**config.mk**
```make
export PLATFORM = sky130hd
export DESIGN_NAME = mem_port_arbiter_flat
export DESIGN_NICKNAME = d
export VERILOG_FILES = /design/src/rtl/mem_port_arbiter_pkg.sv /design/src/rtl/mem_port_arbiter_if.sv /design/src/rtl/mem_port_arbiter_starve_ctr.sv /design/src/rtl/mem_port_arbiter.sv /design/src/flat_wrapper.sv
export SDC_FILE = /design/constraint.sdc
export NUM_CORES = 1
export LEC_CHECK = 0
export CAP_MARGIN = 20
export CORE_MARGIN = 8
export CORE_UTILIZATION = 41
export DETAILED_ROUTE_END_ITERATION = 8
export GPL_TIMING_DRIVEN = 0
export PLACE_DENSITY = 0.81
export SETUP_SLACK_MARGIN = 0.15
export SYNTH_ARGS = -nofsm -noshare
export SYNTH_HDL_FRONTEND = slang
export SYNTH_HIERARCHICAL = 1
export SYNTH_SLANG_ARGS = --single-unit
```
**constraint.sdc**
```tcl
create_clock -name clk -period 1.75 [get_ports clk]
set_input_delay 0.35 -clock clk [delete_from_list [all_inputs] [get_ports clk]]
set_output_delay 0.35 -clock clk [all_outputs]
set_load 0.02 [all_outputs]
```
**src/rtl/mem_port_arbiter_pkg.sv**
```systemverilog
// Shared types for the fetch / load-store memory port arbiter: FSM state encoding,
// grant selection and the default byte-enable constant for 32-bit data.
package mem_port_arbiter_pkg;

  typedef enum logic [1:0] {
    ST_IDLE    = 2'd0,
    ST_BUSY_IF = 2'd1,
    ST_BUSY_D  = 2'd2,
    ST_DROP    = 2'd3
  } arb_state_e;

  typedef enum logic {
    GNT_IF = 1'b0,
    GNT_D  = 1'b1
  } gnt_sel_e;

  localparam int unsigned ARB_DATA_W = 32;
  localparam logic [ARB_DATA_W/8-1:0] DEFAULT_MASK = '1;

endpackage

```
**src/rtl/mem_port_arbiter_if.sv**
```systemverilog
// Bundle of the fetch, load/store and memory-side signals around the arbiter.
// Handshake: a requester raises *_request with stable fields and holds them until
// its one-cycle *_valid pulse; memory sees a one-cycle mem_req and answers with a
// one-cycle mem_valid some later cycle. There is no ready; at most one transaction
// is outstanding.
interface mem_port_arbiter_if #(
  parameter int unsigned ADDR_W = 32,
  parameter int unsigned DATA_W = 32
);
  localparam int unsigned MASK_W = DATA_W / 8;

  logic              if_request;
  logic [ADDR_W-1:0] if_addr;
  logic              if_flush;
  logic              if_valid;
  logic [DATA_W-1:0] if_rdata;

  logic              d_request;
  logic              d_we;
  logic [MASK_W-1:0] d_mask;
  logic [ADDR_W-1:0] d_addr;
  logic [DATA_W-1:0] d_wdata;
  logic              d_valid;
  logic [DATA_W-1:0] d_rdata;

  logic              mem_req;
  logic              mem_we;
  logic [MASK_W-1:0] mem_mask;
  logic [ADDR_W-1:0] mem_addr;
  logic [DATA_W-1:0] mem_wdata;
  logic              mem_valid;
  logic [DATA_W-1:0] mem_rdata;
  logic              timeout;

  modport master (
    input  if_request, if_addr, if_flush,
    input  d_request, d_we, d_mask, d_addr, d_wdata,
    input  mem_valid, mem_rdata,
    output if_valid, if_rdata, d_valid, d_rdata,
    output mem_req, mem_we, mem_mask, mem_addr, mem_wdata, timeout
  );

  modport slave (
    output if_request, if_addr, if_flush,
    output d_request, d_we, d_mask, d_addr, d_wdata,
    output mem_valid, mem_rdata,
    input  if_valid, if_rdata, d_valid, d_rdata,
    input  mem_req, mem_we, mem_mask, mem_addr, mem_wdata, timeout
  );

endinterface

```
**src/rtl/mem_port_arbiter_starve_ctr.sv**
```systemverilog
// Saturating count of data grants handed out while fetch was waiting; starved_o
// tells the arbiter that fetch must win the next contested grant.
module arb_starve_ctr #(
  parameter int unsigned LIMIT = 4
) (
  input  logic clk,
  input  logic rst,
  input  logic inc_i,
  input  logic clr_i,
  output logic starved_o
);
  localparam int unsigned CW = $clog2(LIMIT + 1);

  logic [CW-1:0] cnt_q, cnt_d;

  always_comb begin
    cnt_d = cnt_q;
    if (clr_i) begin
      cnt_d = '0;
    end else if (inc_i && (cnt_q != CW'(LIMIT))) begin
      cnt_d = cnt_q + 1'b1;
    end
  end

  always_ff @(posedge clk) begin
    if (!rst) begin
      cnt_q <= '0;
    end else begin
      cnt_q <= cnt_d;
    end
  end

  assign starved_o = (cnt_q >= CW'(LIMIT));

endmodule

```
**src/rtl/mem_port_arbiter.sv**
```systemverilog
// Shares one single-ported memory bus between fetch and load/store, one transaction
// at a time, with fetch-flush dropping and a no-response timeout.
module mem_port_arbiter
  import mem_port_arbiter_pkg::*;
#(
  parameter int unsigned ADDR_W       = 32,
  parameter int unsigned DATA_W       = 32,
  parameter int unsigned STARVE_LIMIT = 4,
  parameter int unsigned TIMEOUT      = 64
) (
  input  logic                 clk,
  input  logic                 rst,
  mem_port_arbiter_if.master   bus,
  output arb_state_e           dbg_state_o
);
  localparam int unsigned MASK_W = DATA_W / 8;
  localparam int unsigned TW     = $clog2(TIMEOUT + 1);

  arb_state_e        state_q, state_d;
  logic              mem_req_q, mem_req_d;
  logic              mem_we_q, mem_we_d;
  logic [MASK_W-1:0] mem_mask_q, mem_mask_d;
  logic [ADDR_W-1:0] mem_addr_q, mem_addr_d;
  logic [DATA_W-1:0] mem_wdata_q, mem_wdata_d;
  logic              if_valid_q, if_valid_d;
  logic [DATA_W-1:0] if_rdata_q, if_rdata_d;
  logic              d_valid_q, d_valid_d;
  logic [DATA_W-1:0] d_rdata_q, d_rdata_d;
  logic              timeout_q, timeout_d;
  logic [TW-1:0]     tmo_cnt_q, tmo_cnt_d;

  logic     starved;
  logic     d_wins;
  logic     if_wins;
  logic     grant;
  gnt_sel_e gnt_sel;
  logic     tmo_hit;

  // Data normally wins; fetch only wins when data is absent or fetch is starved.
  assign d_wins  = bus.d_request && (!starved || !bus.if_request);
  assign if_wins = bus.if_request && !d_wins;
  assign gnt_sel = d_wins ? GNT_D : GNT_IF;
  assign grant   = (state_q == ST_IDLE) && (d_wins || if_wins);
  assign tmo_hit = (tmo_cnt_q == TW'(TIMEOUT - 1));

  arb_starve_ctr #(
    .LIMIT (STARVE_LIMIT)
  ) u_starve (
    .clk       (clk),
    .rst       (rst),
    .inc_i     (grant && (gnt_sel == GNT_D) && bus.if_request),
    .clr_i     (grant && ((gnt_sel == GNT_IF) || !bus.if_request)),
    .starved_o (starved)
  );

  always_comb begin
    state_d     = state_q;
    mem_req_d   = 1'b0;
    mem_we_d    = mem_we_q;
    mem_mask_d  = mem_mask_q;
    mem_addr_d  = mem_addr_q;
    mem_wdata_d = mem_wdata_q;
    if_valid_d  = 1'b0;
    if_rdata_d  = if_rdata_q;
    d_valid_d   = 1'b0;
    d_rdata_d   = d_rdata_q;
    timeout_d   = 1'b0;
    tmo_cnt_d   = tmo_cnt_q;

    case (state_q)
      ST_IDLE: begin
        tmo_cnt_d = '0;
        if (grant) begin
          mem_req_d = 1'b1;
          if (gnt_sel == GNT_D) begin
            state_d     = ST_BUSY_D;
            mem_we_d    = bus.d_we;
            mem_mask_d  = bus.d_mask;
            mem_addr_d  = bus.d_addr;
            mem_wdata_d = bus.d_wdata;
          end else begin
            state_d     = ST_BUSY_IF;
            mem_we_d    = 1'b0;
            mem_mask_d  = '1;
            mem_addr_d  = bus.if_addr;
            mem_wdata_d = '0;
          end
        end
      end

      ST_BUSY_IF: begin
        if (bus.mem_valid) begin
          state_d = ST_IDLE;
          if (!bus.if_flush) begin
            if_valid_d = 1'b1;
            if_rdata_d = bus.mem_rdata;
          end
        end else if (tmo_hit) begin
          state_d   = ST_IDLE;
          timeout_d = 1'b1;
        end else begin
          tmo_cnt_d = tmo_cnt_q + 1'b1;
          if (bus.if_flush) begin
            state_d = ST_DROP;
          end
        end
      end

      ST_BUSY_D: begin
        if (bus.mem_valid) begin
          state_d   = ST_IDLE;
          d_valid_d = 1'b1;
          d_rdata_d = mem_we_q ? '0 : bus.mem_rdata;
        end else if (tmo_hit) begin
          state_d   = ST_IDLE;
          timeout_d = 1'b1;
        end else begin
          tmo_cnt_d = tmo_cnt_q + 1'b1;
        end
      end

      ST_DROP: begin
        // The flushed word is swallowed; only a timeout is reported from here.
        if (bus.mem_valid) begin
          state_d = ST_IDLE;
        end else if (tmo_hit) begin
          state_d   = ST_IDLE;
          timeout_d = 1'b1;
        end else begin
          tmo_cnt_d = tmo_cnt_q + 1'b1;
        end
      end

      default: state_d = ST_IDLE;
    endcase
  end

  always_ff @(posedge clk) begin
    if (!rst) begin
      state_q     <= ST_IDLE;
      mem_req_q   <= 1'b0;
      mem_we_q    <= 1'b0;
      mem_mask_q  <= '0;
      mem_addr_q  <= '0;
      mem_wdata_q <= '0;
      if_valid_q  <= 1'b0;
      if_rdata_q  <= '0;
      d_valid_q   <= 1'b0;
      d_rdata_q   <= '0;
      timeout_q   <= 1'b0;
      tmo_cnt_q   <= '0;
    end else begin
      state_q     <= state_d;
      mem_req_q   <= mem_req_d;
      mem_we_q    <= mem_we_d;
      mem_mask_q  <= mem_mask_d;
      mem_addr_q  <= mem_addr_d;
      mem_wdata_q <= mem_wdata_d;
      if_valid_q  <= if_valid_d;
      if_rdata_q  <= if_rdata_d;
      d_valid_q   <= d_valid_d;
      d_rdata_q   <= d_rdata_d;
      timeout_q   <= timeout_d;
      tmo_cnt_q   <= tmo_cnt_d;
    end
  end

  assign bus.mem_req   = mem_req_q;
  assign bus.mem_we    = mem_we_q;
  assign bus.mem_mask  = mem_mask_q;
  assign bus.mem_addr  = mem_addr_q;
  assign bus.mem_wdata = mem_wdata_q;
  assign bus.if_valid  = if_valid_q;
  assign bus.if_rdata  = if_rdata_q;
  assign bus.d_valid   = d_valid_q;
  assign bus.d_rdata   = d_rdata_q;
  assign bus.timeout   = timeout_q;
  assign dbg_state_o   = state_q;

endmodule
```
**src/flat_wrapper.sv**
```systemverilog
// flat-port wrapper written by rule: the top's interface ports become plain ports
module mem_port_arbiter_flat import mem_port_arbiter_pkg::*;
#(
  parameter int unsigned ADDR_W       = 32,
  parameter int unsigned DATA_W       = 32,
  parameter int unsigned STARVE_LIMIT = 4,
  parameter int unsigned TIMEOUT      = 64
)
  (clk, rst, dbg_state_o, bus_if_request, bus_if_addr, bus_if_flush, bus_d_request, bus_d_we, bus_d_mask, bus_d_addr, bus_d_wdata, bus_mem_valid, bus_mem_rdata, bus_if_valid, bus_if_rdata, bus_d_valid, bus_d_rdata, bus_mem_req, bus_mem_we, bus_mem_mask, bus_mem_addr, bus_mem_wdata, bus_timeout);
  mem_port_arbiter_if #(.ADDR_W(ADDR_W), .DATA_W(DATA_W)) bus_i ();
  input  logic clk;
  input  logic rst;
  output arb_state_e dbg_state_o;
  input wire logic [$bits(bus_i.if_request)-1:0] bus_if_request;
  input wire logic [$bits(bus_i.if_addr)-1:0] bus_if_addr;
  input wire logic [$bits(bus_i.if_flush)-1:0] bus_if_flush;
  input wire logic [$bits(bus_i.d_request)-1:0] bus_d_request;
  input wire logic [$bits(bus_i.d_we)-1:0] bus_d_we;
  input wire logic [$bits(bus_i.d_mask)-1:0] bus_d_mask;
  input wire logic [$bits(bus_i.d_addr)-1:0] bus_d_addr;
  input wire logic [$bits(bus_i.d_wdata)-1:0] bus_d_wdata;
  input wire logic [$bits(bus_i.mem_valid)-1:0] bus_mem_valid;
  input wire logic [$bits(bus_i.mem_rdata)-1:0] bus_mem_rdata;
  output wire logic [$bits(bus_i.if_valid)-1:0] bus_if_valid;
  output wire logic [$bits(bus_i.if_rdata)-1:0] bus_if_rdata;
  output wire logic [$bits(bus_i.d_valid)-1:0] bus_d_valid;
  output wire logic [$bits(bus_i.d_rdata)-1:0] bus_d_rdata;
  output wire logic [$bits(bus_i.mem_req)-1:0] bus_mem_req;
  output wire logic [$bits(bus_i.mem_we)-1:0] bus_mem_we;
  output wire logic [$bits(bus_i.mem_mask)-1:0] bus_mem_mask;
  output wire logic [$bits(bus_i.mem_addr)-1:0] bus_mem_addr;
  output wire logic [$bits(bus_i.mem_wdata)-1:0] bus_mem_wdata;
  output wire logic [$bits(bus_i.timeout)-1:0] bus_timeout;
  assign bus_i.if_request = bus_if_request;
  assign bus_i.if_addr = bus_if_addr;
  assign bus_i.if_flush = bus_if_flush;
  assign bus_i.d_request = bus_d_request;
  assign bus_i.d_we = bus_d_we;
  assign bus_i.d_mask = bus_d_mask;
  assign bus_i.d_addr = bus_d_addr;
  assign bus_i.d_wdata = bus_d_wdata;
  assign bus_i.mem_valid = bus_mem_valid;
  assign bus_i.mem_rdata = bus_mem_rdata;
  assign bus_if_valid = bus_i.if_valid;
  assign bus_if_rdata = bus_i.if_rdata;
  assign bus_d_valid = bus_i.d_valid;
  assign bus_d_rdata = bus_i.d_rdata;
  assign bus_mem_req = bus_i.mem_req;
  assign bus_mem_we = bus_i.mem_we;
  assign bus_mem_mask = bus_i.mem_mask;
  assign bus_mem_addr = bus_i.mem_addr;
  assign bus_mem_wdata = bus_i.mem_wdata;
  assign bus_timeout = bus_i.timeout;
  mem_port_arbiter #(.ADDR_W(ADDR_W), .DATA_W(DATA_W), .STARVE_LIMIT(STARVE_LIMIT), .TIMEOUT(TIMEOUT)) u_core (.clk(clk), .rst(rst), .bus(bus_i), .dbg_state_o(dbg_state_o));
endmodule
```
Word-level counts from Yosys, hierarchy flattened
Cells that the tools add are included.
- register bits after elaboration: 149
- word-level logic and storage cells: 77
- output and inout port bits: 139
- bitwise operators: 4
- add/subtract/negate cells: 2
- $lt $le $gt $ge: 1
- muxes and demuxes: 21
- eq/ne operators: 10
- reductions and logical operators: 26
- operator list (operator ; count):
    $mux W32 ; 3
    $mux W2 ; 7
    $mux W7 ; 2
    $pmux W7 S2 ; 1
    $reduce_and A2 Y1 ; 5
    $reduce_and A3 Y1 ; 3
    $add A7 B1 Y7 const B ; 1
    $eq A7 B6 Y1 const B ; 1
    $logic_and A1 B1 Y1 ; 7
    $mux W1 ; 6
    $pmux W2 S3 ; 1
    $reduce_or A3 Y1 ; 2
    $eq A2 B2 Y1 const B ; 2
    $mux W4 ; 1
    $ne A2 B2 Y1 const B ; 2
    $ne A4 B3 Y1 const B ; 1
    $not A1 Y1 ; 4
    $reduce_or A2 Y1 ; 2
    $add A3 B1 Y3 const B ; 1
    $ge A3 B3 Y1 const B ; 1
    $logic_not A1 Y1 ; 3
    $logic_or A1 B1 Y1 ; 3
    $ne A3 B1 Y1 const B ; 1
    $ne A3 B3 Y1 const B ; 1
    other kinds (3) ; 3

Longest topological paths before layout
Gate-level depths: netlist of the first run.
- word-level depth: 11
- depth in mapped cells: 7
- gate-level depth less buffers: 5

By module
Netlist of the first run, hierarchy kept.
- by module, submodules not included (module ; area each (um2) ; instances ; cells each ; sequential area each (um2)):
    mem_port_arbiter ; 5537.8 ; 1 ; 618 ; 2922.8
    arb_starve_ctr ; 185.2 ; 1 ; 18 ; 60.1

Worst setup path before layout of the first run
OpenSTA, ideal clock, no wires.
- path type: register to register
- start: register u_core.state_q[1] (netlist: u_core/dbg_state_o[1])
- end: register u_core.u_starve.cnt_q[0]
- arrival: 1.620 ns
- required time: 1.678 ns
- path slack: 0.058 ns
- cell stages (with the launch flop): 7
- clock period less this slack: 1.692 ns
- cells stage by stage: dfxtp_1 > nor2_1 > buf_2 > buf_2 > and3_1 > a21boi_1 > mux2i_1
- longest elaborated chain between the ends: 5
- elaborated cells on any way between the ends: 7
- ends and longest elaborated chain (item ; RTL line ; text):
    start, declared ; mem_port_arbiter.sv:19 ; arb_state_e state_q, state_d;
    start signal, assigned ; mem_port_arbiter.sv:153 ; state_q <= state_d;
    $logic_not A2 Y1 * ; mem_port_arbiter.sv:43 ; assign grant = (state_q == ST_IDLE) && (d_wins || if_wins);
    $logic_and A1 B1 Y1 * ; mem_port_arbiter.sv:43 ;
    $logic_and A1 B1 Y1 (2 in a row) ; mem_port_arbiter.sv:51 ; .inc_i (grant && (gnt_sel == GNT_D) && bus.if_request),
    $logic_and A1 B1 Y1 ; mem_port_arbiter_starve_ctr.sv:20 ; end else if (inc_i && (cnt_q != CW'(LIMIT))) begin
    end signal, assigned ; mem_port_arbiter_starve_ctr.sv:29 ; cnt_q <= cnt_d;
    end, declared ; mem_port_arbiter_starve_ctr.sv:14 ; logic [CW-1:0] cnt_q, cnt_d;
Every way passes the cells marked *; elsewhere a longest branch is shown, timed or not.
A chain may end at the register's enable or synchronous reset.

Worst setup path in the final report of the first run
- start: register u_core.u_starve.cnt_q[2]
- end: register u_core.u_starve.cnt_q[0]
- longest elaborated chain between the ends: 11
- elaborated cells on any way between the ends: 17
- ends and longest elaborated chain (item ; RTL line ; text):
    $ge A3 B3 Y1 * ; mem_port_arbiter_starve_ctr.sv:33 ; assign starved_o = (cnt_q >= CW'(LIMIT));
    via u_core.starved ; mem_port_arbiter.sv:32 ; logic starved;
    $logic_not A1 Y1 * ; mem_port_arbiter.sv:40 ; assign d_wins = bus.d_request && (!starved || !bus.if_request);
    $logic_or A1 B1 Y1 * ; mem_port_arbiter.sv:40 ;
    $logic_and A1 B1 Y1 * ; mem_port_arbiter.sv:40 ;
    $logic_not A1 Y1 ; mem_port_arbiter.sv:41 ; assign if_wins = bus.if_request && !d_wins;
    $logic_and A1 B1 Y1 ; mem_port_arbiter.sv:41 ;
    $logic_or A1 B1 Y1 ; mem_port_arbiter.sv:43 ;
    $logic_and A1 B1 Y1 ; mem_port_arbiter.sv:43 ;
    $logic_and A1 B1 Y1 (2 in a row) ; mem_port_arbiter.sv:51 ;
    $logic_and A1 B1 Y1 ; mem_port_arbiter_starve_ctr.sv:20 ;
Mark *: on every way through the listed nets, which the timed path passes. The rest lies on a longest branch.

==> results of run 1 <==
[cell usage after synthesis, types with 2 or more instances]
| master | n | area share |
|---|---|---|
| dfxtp_1 | 149 | 0.52 |
| nand2_1 | 135 | 0.089 |
| a21oi_1 | 101 | 0.088 |
| nand3_1 | 34 | 0.030 |
| o21ai_1 | 33 | 0.029 |
| a22o_1 | 32 | 0.049 |
| a311oi_1 | 32 | 0.049 |
| buf_2 | 22 | 0.019 |
| clkbuf_1 | 15 | 0.0098 |
| buf_4 | 14 | 0.018 |
| buf_6 | 5 | 0.0098 |
| nor2_1 | 5 | 0.0033 |
| buf_1 | 4 | 0.0026 |
| mux2i_1 | 4 | 0.0070 |
| nand3b_1 | 4 | 0.0052 |
| o221a_1 | 4 | 0.0079 |
| a31oi_1 | 3 | 0.0033 |
| and4b_1 | 3 | 0.0052 |
| ha_1 | 3 | 0.0066 |
| o21ai_0 | 3 | 0.0026 |
| and2_1 | 2 | 0.0022 |
| inv_1 | 2 | 0.0013 |
| nor2_4 | 2 | 0.0039 |
| nor2b_1 | 2 | 0.0022 |
| nor3_1 | 2 | 0.0017 |
| or2_1 | 2 | 0.0022 |
[final cells by class]
class                           instances  area (um^2)  share of cell area
Sequential cell                       149         2994              0.3207
Timing Repair Buffer                  283         2643              0.2831
Multi-Input combinational cell        424         2434              0.2607
Clock buffer                           20        466.7             0.04999
Buffer                                 60        409.1             0.04383
Tap cell                              180        225.2             0.02413
Clock inverter                          9        152.6             0.01635
Inverter                                3        11.26            0.001206
[worst max-delay path: cells and delay by family, from the launching register on]
family | cells | cell delay (ns)
simple gates | 1 | 0.18
flops | 1 | 0.35
compound gates | 2 | 0.39
mux | 1 | 0.19
buf+inv | 3 | 0.35
[registers in the layout, indices dropped and copies added (netlist names)]
signal / count
u_core/bus.d_rdata: 32
u_core/bus.d_valid: 1
u_core/bus.if_rdata: 32
u_core/bus.if_valid: 1
u_core/bus.mem_addr: 32
u_core/bus.mem_mask: 4
u_core/bus.mem_req: 1
u_core/bus.mem_wdata: 32
u_core/bus.mem_we: 1
u_core/bus.timeout: 1
u_core/dbg_state_o: 2
u_core/tmo_cnt_q: 7
u_core/u_starve/cnt_q: 3
[metrics by stage]
step           total power [mW]  hold WS (ns)
2_1_floorplan             4.681        0.4123
3_3_place_gp              5.652        0.4232
3_5_place_dp              5.667        0.4282
4_1_cts                   9.381        0.4412
5_1_grt                   9.676        0.3284
6_report                  9.308        0.3280
[worst paths after layout]
check	startpoint	to	cells after the start
min reg2reg	u_core/tmo_cnt_q[6]	u_core/tmo_cnt_q[6]	2
max	u_core/u_starve/cnt_q[2]	u_core/u_starve/cnt_q[0]	7
max reg2reg	u_core/u_starve/cnt_q[2]	u_core/u_starve/cnt_q[0]	7
min	rst	u_core/u_starve/cnt_q[2]	2
[per-layer routing]
metal  routed length, um  GRT usage
met1                8230     0.2560
met2               10210     0.3893
met3                2110    0.09574
met4                 382    0.08671
met5                   0          0
[logic make-up after synthesis]
| logic type | after synthesis | synth area share |
|---|---|---|
| AO/OA/AOI/OAI | 216 | 0.2418 |
| AND/OR/NAND/NOR | 200 | 0.1600 |
| flip-flops | 149 | 0.5212 |
| buffers and inverters | 63 | 0.06187 |
| multiplexers | 4 | 0.006996 |
| adder cells (fa/ha/maj) | 3 | 0.006560 |
| XOR/XNOR | 1 | 0.001531 |
[power breakdown]
| part | leakage (nW) | switching (mW) | internal [mW] |
|---|---|---|---|
| clock network | 0.308 | 1.36 | 2.47 |
| registers | 1.22 | 0.115 | 3.61 |
| logic | 2.63 | 0.951 | 0.802 |
[timing repair]
action	4_1_cts	5_1_grt
endpoints found under the setup margin	254	82
pin swaps	0	3
buffers inserted	3	3
resized for setup	170	18
==> results.md, run 1 <==
- The flow ran to the end, and the final reports show no timing, DRC or antenna violations.
- Setup repair after global routing left no endpoint under its margin.
- The normalized max-slew margin is 0.6707.
- The DRC violation total after the first TritonRoute iteration is 247.
- The share of async-settable or async-resettable flops after synthesis is 0.
- The maximum resistive drop on vdd is about 680 uV.
- From synthesis to final layout, the design area changed by 63.12%.
- The number of clock sinks is 149.
- The total routing usage reported by global routing is 0.2313.
- The synthesized instance count is 636.
- For this run, the number of standard cells in the final layout without fillers is 1,128.
- In the layout the commonest cells are dfxtp_1, dlygate4sd2_1, nand2_1, clkdlybuf4s50_1, a21oi_1.
- At the end of the flow the core is filled with cells to 0.6778.
- In this design, the critical path's most frequently occurring cell is a21boi_4.
- The number of enable flip-flop cells after synthesis is 0.
- In this run the core area contains 43 standard-cell rows.
- Leaving out fill and tap cells, the most frequent cell in the layout is dfxtp_1.
- The cell area that synthesis handed to floorplanning was 5723 um^2.
- The remaining design rule violation count is 0.
- The summed negative setup slack over all endpoints is 0 ns.
- The number of antenna diodes is 0.
- The post-synthesis net count is around 780.
- The initial antenna violation count is 0.
- The remaining number of nets flagged by the antenna check after routing is 0.
- Setup violations remaining at the end of the flow were counted as 0.
- The clock period minus worst slack is 1.532 ns.
- The kind of start point of the critical path is a flip-flop.
- The via count of the routed design is 5,856.
- The first global-routing pass estimated 32,750 um of wire.
- Wires add up to 20,930 um.
- The initial utilization of the core area, before any placement, comes to 0.4155.
- The total count of max-transition violations in the final report was 0.
- Each instance of the synthesized netlist takes up on average 8.998 um^2.
- Entering global routing, the biggest net connects 17 pins.
- The leakage power summed over all cells is 4.158 nW.
- The congestion estimate from routability-driven global placement came to between 0.8 and 0.9.
- The first TritonRoute pass finished after 4 iterations.
- The global route total overflow is 0.
- The cell with the largest stage delay on the worst path is dfxtp_4.
- The maximum fanout encountered on the critical timing path is 4.
- The H-tree generated during clock tree synthesis spans 4 levels.
- Traced cell by cell, the critical path runs through buf_4 -> a21boi_4 -> buf_6 -> buf_8 -> and3_4 -> a21boi_4 -> mux2i_1.
- The clock input transition at the sequential cells of the worst setup and hold paths is 0.06 ns.
- The power density over the cells is about 1000 nW/um^2.
- Summing all non-filler instances in the final layout gives an area of between 9000 and 10,000 um^2.
- The data arrival time at the worst-slack endpoint is 1.88 ns.
- The total instance count after detailed placement is 1,093.
- The type of the setup path with the least slack is flip-flop to flip-flop.
- The total area inside the core boundary comes to between 10,000 and 15,000 um^2.
- The number of warnings issued by yosys is 6.
- Port buffering added roughly 280 buffers.
- The die area is 17,990 um^2.
- The pre-CTS setup slack is -0.7244 ns.
- The total half-perimeter wirelength after legalization and detailed placement is ~16,000 um.
- Buffers inserted during clock tree synthesis total 17.
- The kind of capture point of the worst setup path is a flip-flop.
- The placed instances occupy a cell area of 8730 um^2.
- After detailed routing, the number of vias per cell comes to between 5 and 6.
- The clock latency reported for the late side of the worst-skew pair is 0.42 ns.
- Counting along the longest clock path gives a buffer depth of 2.
- For this run, the top clock speed supported by timing is 0.6527 GHz.
- The number of buffers added to fix hold violations after cts is 0.
- The CTS tree is built.
- The fill cell total of the finished layout is around 1,200.
- The total count of hold-check failures in the final report is 0.
- The delay of the slowest cell on the worst path is 0.35 ns.
- For the worst setup path, the data required time is around 2.1 ns.
- The synthesized design contains 149 register bits.
- The actual transition at the worst max-transition pin is 0.4939 ns.
- On the final layout, the worst clock skew is 0.006401 ns.
- After the last flow step, the layout net total stands at 1,080.
- Max-cap violations in this run came to 0.
- The die is 134.1 um wide.
- The path class of the lowest-slack min-delay path is primary input to flip-flop.
- The worst register-to-register path has a setup slack of approximately 0.22 ns.
- Setup slack on the critical path of the routed design comes to around 0.22 ns.
- The sequential-to-total area share from yosys stat is 0.5212.
- The die boundary height is 134.1 um.
- For this design the top-level I/O count stands at 278.
- The number of distinct library cells after synthesis is 45.
- The most used flip-flop cell after synthesis is dfxtp_1.
- After detailed routing, the average wire length per cell comes to 18.56 um.
- CTS placed an instance of clkbuf_16 at the clock tree root.
- Of the cells placed in the final design, the portion with a size suffix greater than 1 is 0.1086.
- The via count of the first global-routing pass is 6,029.
- The fraction of the cycle the final worst path needs is 0.8755.
No activity file was read; power rests on OpenSTA's default activity.
==> inputs of run 2 (changes only) <==
--- a/config.mk
+++ b/config.mk
@@ -7,10 +7,10 @@
 export LEC_CHECK = 0
 export CAP_MARGIN = 20
 export CORE_MARGIN = 8
-export CORE_UTILIZATION = 41
+export CORE_UTILIZATION = 44
 export DETAILED_ROUTE_END_ITERATION = 8
 export GPL_TIMING_DRIVEN = 0
-export PLACE_DENSITY = 0.81
+export PLACE_DENSITY = 0.86
 export SETUP_SLACK_MARGIN = 0.15
 export SYNTH_ARGS = -nofsm -noshare
 export SYNTH_HDL_FRONTEND = slang
==> constraint.sdc (replaced) <==
create_clock -name clk -period 1.78 [get_ports clk]
set_input_delay 0.356 -clock clk [delete_from_list [all_inputs] [get_ports clk]]
set_output_delay 0.356 -clock clk [all_outputs]
set_load 0.02 [all_outputs]
==> run 2 against run 1 <==
Cell count down 0.53%. Sequential power down 2%. Combinational power about the same. Largest cell class unchanged.
==> results.md, run 2 (synthesis gave the netlist of run 1 again) <==
- Setup repair after global routing could not meet its margin everywhere.
- The number of buffers added to fix hold violations after cts is 0 (unchanged).
- The maximum number of pins on one net before global-route repair was 17 (unchanged).
- The die area is 16,910 um^2 (-6.0%).
- Leaving out fill and tap cells, the most frequent cell in the layout is dfxtp_1.
- The number of antenna diodes is 0 (unchanged).
- The post-layout net count was 1,079 (-0.093%).
- The cell area after layout was 9278 um^2 (-0.62%).
- The total count of max-transition violations in the final report is 0 (unchanged).
- The DRC violation total after the first TritonRoute iteration was 399 (+62%).
- The startpoint of the worst register-to-register path is u_core/u_starve/cnt_q[2].
- The effective utilization at floorplan was 0.4517 (+0.03615).
- The synthesis-to-layout area growth is 62.11%.
- The clock skew after layout is 0.01080 ns (+0.004404 ns).
- The detail-routed via count per cell is 5.426 (+4.5%).
- The count of standard-cell rows was 41 (-4.7%).
- The slowest stage of the critical path is the or3b_1 cell.
- The initial antenna violation count is 0 (unchanged).
- The final estimated routing congestion in global placement was 0.8330 (+0.96%).
- The total half-perimeter wirelength after legalization and detailed placement is 16,590 um (+2.4%).
- The maximum fanout encountered on the critical timing path is 5 (+1).
- The clock period minus worst slack is 1.578 ns (+0.04562 ns).
- The kind of start point of the critical path is a flip-flop.
- The worst hold path terminates at u_core/tmo_cnt_q[6].
- TritonCTS built the clock tree.
- The number of H-tree levels is 4 (unchanged).
- The number of buffers added by the clock tree synthesis step was 17 (unchanged).
- The cell family contributing the most delay on the critical path is simple AND/OR/NAND/NOR gates.
- The total core area is 12,670 um^2 (-8.0%).
- The flow ran to the end, and the final reports show no timing, DRC or antenna violations.
- The number of stages on the worst hold path is 2 (unchanged).
- The summed negative setup slack over all endpoints came to 0 ns (unchanged).
- The worst register-to-register path ends at u_core/u_starve/cnt_q[0].
- The clock input transition at the sequential cells of the worst setup and hold paths is 0.06 ns (about the same).
- The total routing usage reported by global routing was 0.2587 (+0.02735).
- The die boundary height is 130.0 um (-3.1%).
- The global route total overflow is 0 (unchanged).
- The aggregate routed wire length is 22,190 um (+6.0%).
- The remaining number of nets flagged by the antenna check after routing is 0 (unchanged).
- The global-route wire length before repair is 33,440 um (+2.1%).
- The startpoint identified for the worst hold timing path is u_core/tmo_cnt_q[6].
- The fraction of the cycle the final worst path needs is 0.8864 (+0.01088).
- The maximum resistive drop on vdd is 908.2 uV (+34%).
- The clock latency reported for the late side of the worst-skew pair was 0.43 ns (about the same).
- The path class of the lowest-slack min-delay path is flip-flop to flip-flop.
- The largest buffer count on any clock path was 2 (unchanged).
- The number of clock sinks was 149 (unchanged).
- The remaining design rule violation count is 0 (unchanged).
- The leakage power summed over all cells is 4.110 nW (-1.1%).
- The actual transition at the worst max-transition pin is 0.5154 ns (+0.02140 ns).
- The per-cell routed wire length is 19.78 um (+6.6%).
- The placed standard-cell area came to 8717 um^2 (-0.14%).
- The count of buffers from port buffering came to 277 (unchanged).
- The iteration count of the initial detailed-routing pass is 5 (+1).
- The depth of the worst register-to-register path is 7 (unchanged).
- The total design power was 9.125 mW (-2.0%).
- The final-layout worst hold slack is 0.4420 ns (+0.1141 ns).
- The fill cell total of the finished layout was 1,024 (-14%).
- The via count of the routed design came to 6,088 (+4.0%).
- The die width is 130.0 um (-3.1%).
- The count of boundary I/O pins was 278 (unchanged).
- The final number of setup-violating endpoints is 0 (unchanged).
- The data arrival time at the worst-slack endpoint was 1.93 ns (+0.05 ns).
- The data required time of the critical path was 2.13 ns (+0.03 ns).
- The normalized max-slew margin is 0.6564 (-0.01427).
- The via count of the first global-routing pass is 6,280 (+4.2%).
- The delay of the slowest cell on the worst path came to 0.35 ns (about the same).
- The signal on the critical path passes through buf_2 -> a21boi_4 -> buf_6 -> xnor2_1 -> nor2_2 -> or3b_1 -> mux2i_1.
- The power density over the cells is 983.5 nW/um^2 (-1.4%).
- In the layout the commonest cells are dfxtp_1, dlygate4sd2_1, clkdlybuf4s50_1, nand2_1, a21oi_1.
- The cell chosen for the clock root is clkbuf_16.
- The total count of hold-check failures in the final report is 0 (unchanged).
- The sum of buffers and inverters on the critical path is 2 (-1).
- STA classifies the critical path endpoint as a flip-flop.
- The share of layout cells above drive strength 1 is 0.1084 (-0.0002287).
- The type of the setup path with the least slack is flip-flop to flip-flop.
- The reg-to-reg setup timing slack is 0.20 ns (-0.02 ns).
- The maximum clock frequency is 0.6338 GHz (-2.9%).
- The number of maximum-capacitance violations came to 0 (unchanged).
-- run 2: cell types whose count changed in the layout (fill, tap and decap cells not counted), moves of 3 or more --
cell | before | now
dfxtp_4 | 3 | 0
dfxtp_2 | 0 | 3
clkinvlp_4 | 0 | 3
buf_2 | 15 | 18
buf_4 | 24 | 20
-- run 2: final cells by class --
class | instances | area [um^2] | share of cell area
plain buffers | 60 | 401.6 | 0.04329
clock buffers | 19 | 452.9 | 0.04882
clock inverters | 13 | 155.1 | 0.01672
inverters | 3 | 11.26 | 0.001214
multi-input cells | 424 | 2426 | 0.2615
flip-flops and latches | 149 | 2987 | 0.3219
well taps | 172 | 215.2 | 0.02320
repair buffers | 282 | 2629 | 0.2833
-- run 2: worst max-delay path by stage --
stage	startpoint	to	cells past startpoint
after detailed placement	bus_d_request	u_core/u_starve/cnt_q[1]	7
after CTS	u_core/bus.mem_we	bus_mem_we	1
after floorplan	u_core/dbg_state_o[1]	u_core/u_starve/cnt_q[2]	6
final	u_core/u_starve/cnt_q[2]	u_core/u_starve/cnt_q[0]	7
after global placement	rst	u_core/bus.if_rdata[5]	6
after global routing	u_core/u_starve/cnt_q[2]	u_core/u_starve/cnt_q[0]	7
-- run 2: metal layers --
metal / up-vias / share of wire / GRT usage
li1: 2883 / - / -
met1: 2839 / 0.36 / 0.2735
met2: 315 / 0.48 / 0.4473
met3: 51 / 0.12 / 0.09710
met4: 0 / 0.035 / 0.1230
met5: - / 0 / 0
-- run 2: stage by stage --
stage,util,setup slack (ns),instances
2_1_floorplan,-,0.1559,636
3_3_place_gp,0.6880,-0.6661,1085
3_5_place_dp,0.6880,-0.6860,1085
4_1_cts,0.7298,0.1220,1120
5_1_grt,0.7322,0.1326,1122
6_report,0.7322,0.2022,1122
-- run 2: what timing repair did --
item,4_1_cts,5_1_grt
buffers inserted,3,2
setup endpoints to repair,254,51
resized for setup,169,11
hold endpoints to repair,0,0
pin swaps,1,3
-- run 2: tightest hold or removal path: stages, from the launching register on --
cell and delay (ns):
dfxtp_1 0.31, nand2_1 0.05, a21oi_1 0.04
-- run 2: where the power goes --
group / internal (mW) / total (mW) / switching [mW] / leakage, nW
clock: 2.27 / 3.70 / 1.43 / 0.295
sequential: 3.55 / 3.67 / 0.120 / 1.22
combinational: 0.786 / 1.75 / 0.964 / 2.60
total: 6.61 / 9.12 / 2.52 / 4.11
==> variant: new RTL, flow settings as in run 1 <==
`TIMEOUT` is set to 64 in 2 places; all go to 32.
--- a/src/rtl/mem_port_arbiter.sv
+++ b/src/rtl/mem_port_arbiter.sv
@@ -6,7 +6,7 @@
   parameter int unsigned ADDR_W       = 32,
   parameter int unsigned DATA_W       = 32,
   parameter int unsigned STARVE_LIMIT = 4,
-  parameter int unsigned TIMEOUT      = 64
+  parameter int unsigned TIMEOUT      = 32
 ) (
   input  logic                 clk,
   input  logic                 rst,
--- a/src/flat_wrapper.sv
+++ b/src/flat_wrapper.sv
@@ -4,7 +4,7 @@
   parameter int unsigned ADDR_W       = 32,
   parameter int unsigned DATA_W       = 32,
   parameter int unsigned STARVE_LIMIT = 4,
-  parameter int unsigned TIMEOUT      = 64
+  parameter int unsigned TIMEOUT      = 32
 )
   (clk, rst, dbg_state_o, bus_if_request, bus_if_addr, bus_if_flush, bus_d_request, bus_d_we, bus_d_mask, bus_d_addr, bus_d_wdata, bus_mem_valid, bus_mem_rdata, bus_if_valid, bus_if_rdata, bus_d_valid, bus_d_rdata, bus_mem_req, bus_mem_we, bus_mem_mask, bus_mem_addr, bus_mem_wdata, bus_timeout);
   mem_port_arbiter_if #(.ADDR_W(ADDR_W), .DATA_W(DATA_W)) bus_i ();
Function: no difference found for any inputs over 4 cycles, from zero or initial values and one cycle with rst low; that may be too few to reach the edited logic, so the function may still have changed.
==> variant against run 1 <==
Clock skew is 1.5 ps lower; worst setup slack worse by 24 ps; power is 5.8% lower; combinational power is 17% lower; non-clock buffer count is 13 lower; routed wire length is 11% lower; clock power is 4% lower; fmax is 1.5% lower; count of clock-buffer cells in the layout is 2 lower; sequential cell count is 1 lower; area after synthesis is 5.5% lower; design area is 4.0% lower; critical path type unchanged.
==> variant: results (changes against run 1) <==
- 0.548 — sequential cell area fraction in the yosys report, was 0.521
- 10 — critical-path maximum fanout, was 4
- 159 — total of cells resized after clock tree synthesis, was 170
- 0.214 — gr usage total, was 0.231
- 0.258 — switch share, was 0.260
- 0.00365 W — power of the sequential group, was 0.00373 W
- 0.00162 — Synth Area in XOR/XNOR, was 0.00153
- 589 — gate count of the mapped netlist, was 636
- finished, final reports clean — result of the run, unchanged
- 316 — number of design-rule violations left by the first detailed-router iteration, was 247
- 0.00740 — multiplexer area fraction after synthesis, was 0.00700
- 190 ps — internal reg-to-reg setup slack, was 220 ps
- 1 — number of antenna violations at the first check in global routing, was 0
- 4.02 nW — leakage power summed over all cells, was 4.16 nW
- 1041 — number of placed instances, taps included, was 1093
- 3 — number of cells on the worst hold path, was 2
- 1080 — Final Non-Filler Cells, was 1128
- 1032 — Final nets, was 1080
- u_core/u_starve/cnt_q[1] — end of the worst register-to-register path, was u_core/u_starve/cnt_q[0]
- 6 — number of cell instances on the worst register-to-register path, was 7
- 5.06 — Vias per Instance, was 5.19
- 731 — syn_nets, was 778
- u_core/dbg_state_o[0] — Min-Delay Endpoint, was u_core/u_starve/cnt_q[2]
- sky130_fd_sc_hd__dfxtp_1 — CP max-delay cell, was sky130_fd_sc_hd__dfxtp_4
- 4.90 ps — Final Skew, was 6.40 ps
- 0.241 — met1 usage in global routing, was 0.256
- 0.00877 W — PnR Total Power, was 0.00931 W
- 5 — TritonRoute pass-1 iters, was 4
==> variant: changes by cell type after synthesis, moves of 7 or more <==
| cell | change |
|---|---|
| sky130_fd_sc_hd__a22oi_1 | +24 |
| sky130_fd_sc_hd__a22oi_2 | +9 |
| sky130_fd_sc_hd__nand3_1 | -30 |
| sky130_fd_sc_hd__buf_4 | -14 |
| sky130_fd_sc_hd__nor2_1 | +39 |
| sky130_fd_sc_hd__a311oi_1 | -31 |
| sky130_fd_sc_hd__a21oi_1 | -67 |
| sky130_fd_sc_hd__o21ai_0 | +30 |
| sky130_fd_sc_hd__o21ai_1 | -32 |
| sky130_fd_sc_hd__clkbuf_1 | +12 |
| sky130_fd_sc_hd__a31oi_1 | +31 |
| sky130_fd_sc_hd__buf_2 | -7 |
==> variant: how the worst max path moves through the flow <==
| stage | cells after the start | start | to | slack (ps) |
|---|---|---|---|---|
| final | 6 | u_core/u_starve/cnt_q[2] | u_core/u_starve/cnt_q[1] | 190 |
| after floorplan | 6 | bus_if_request | u_core/u_starve/cnt_q[0] | 160 |
| after global routing | 8 | u_core/u_starve/cnt_q[2] | u_core/bus.mem_wdata[12] | 140 |
| after CTS | 6 | u_core/u_starve/cnt_q[2] | u_core/bus.mem_addr[17] | 150 |
| after detailed placement | 5 | rst | u_core/bus.d_rdata[12] | -830 |
| after global placement | 5 | rst | u_core/bus.d_rdata[15] | -810 |
==> variant: cell type report <==
class / instances / area (µm²)
fill: 1104 / 4130
clock buffer: 18 / 439
clock inverter: 14 / 160
inverter: 3 / 12.5
tap: 176 / 220
sequential: 148 / 2970
buffer: 48 / 275
antenna: 1 / 2.50
timing repair buffer: 282 / 2650
multi-input combinational: 390 / 2240
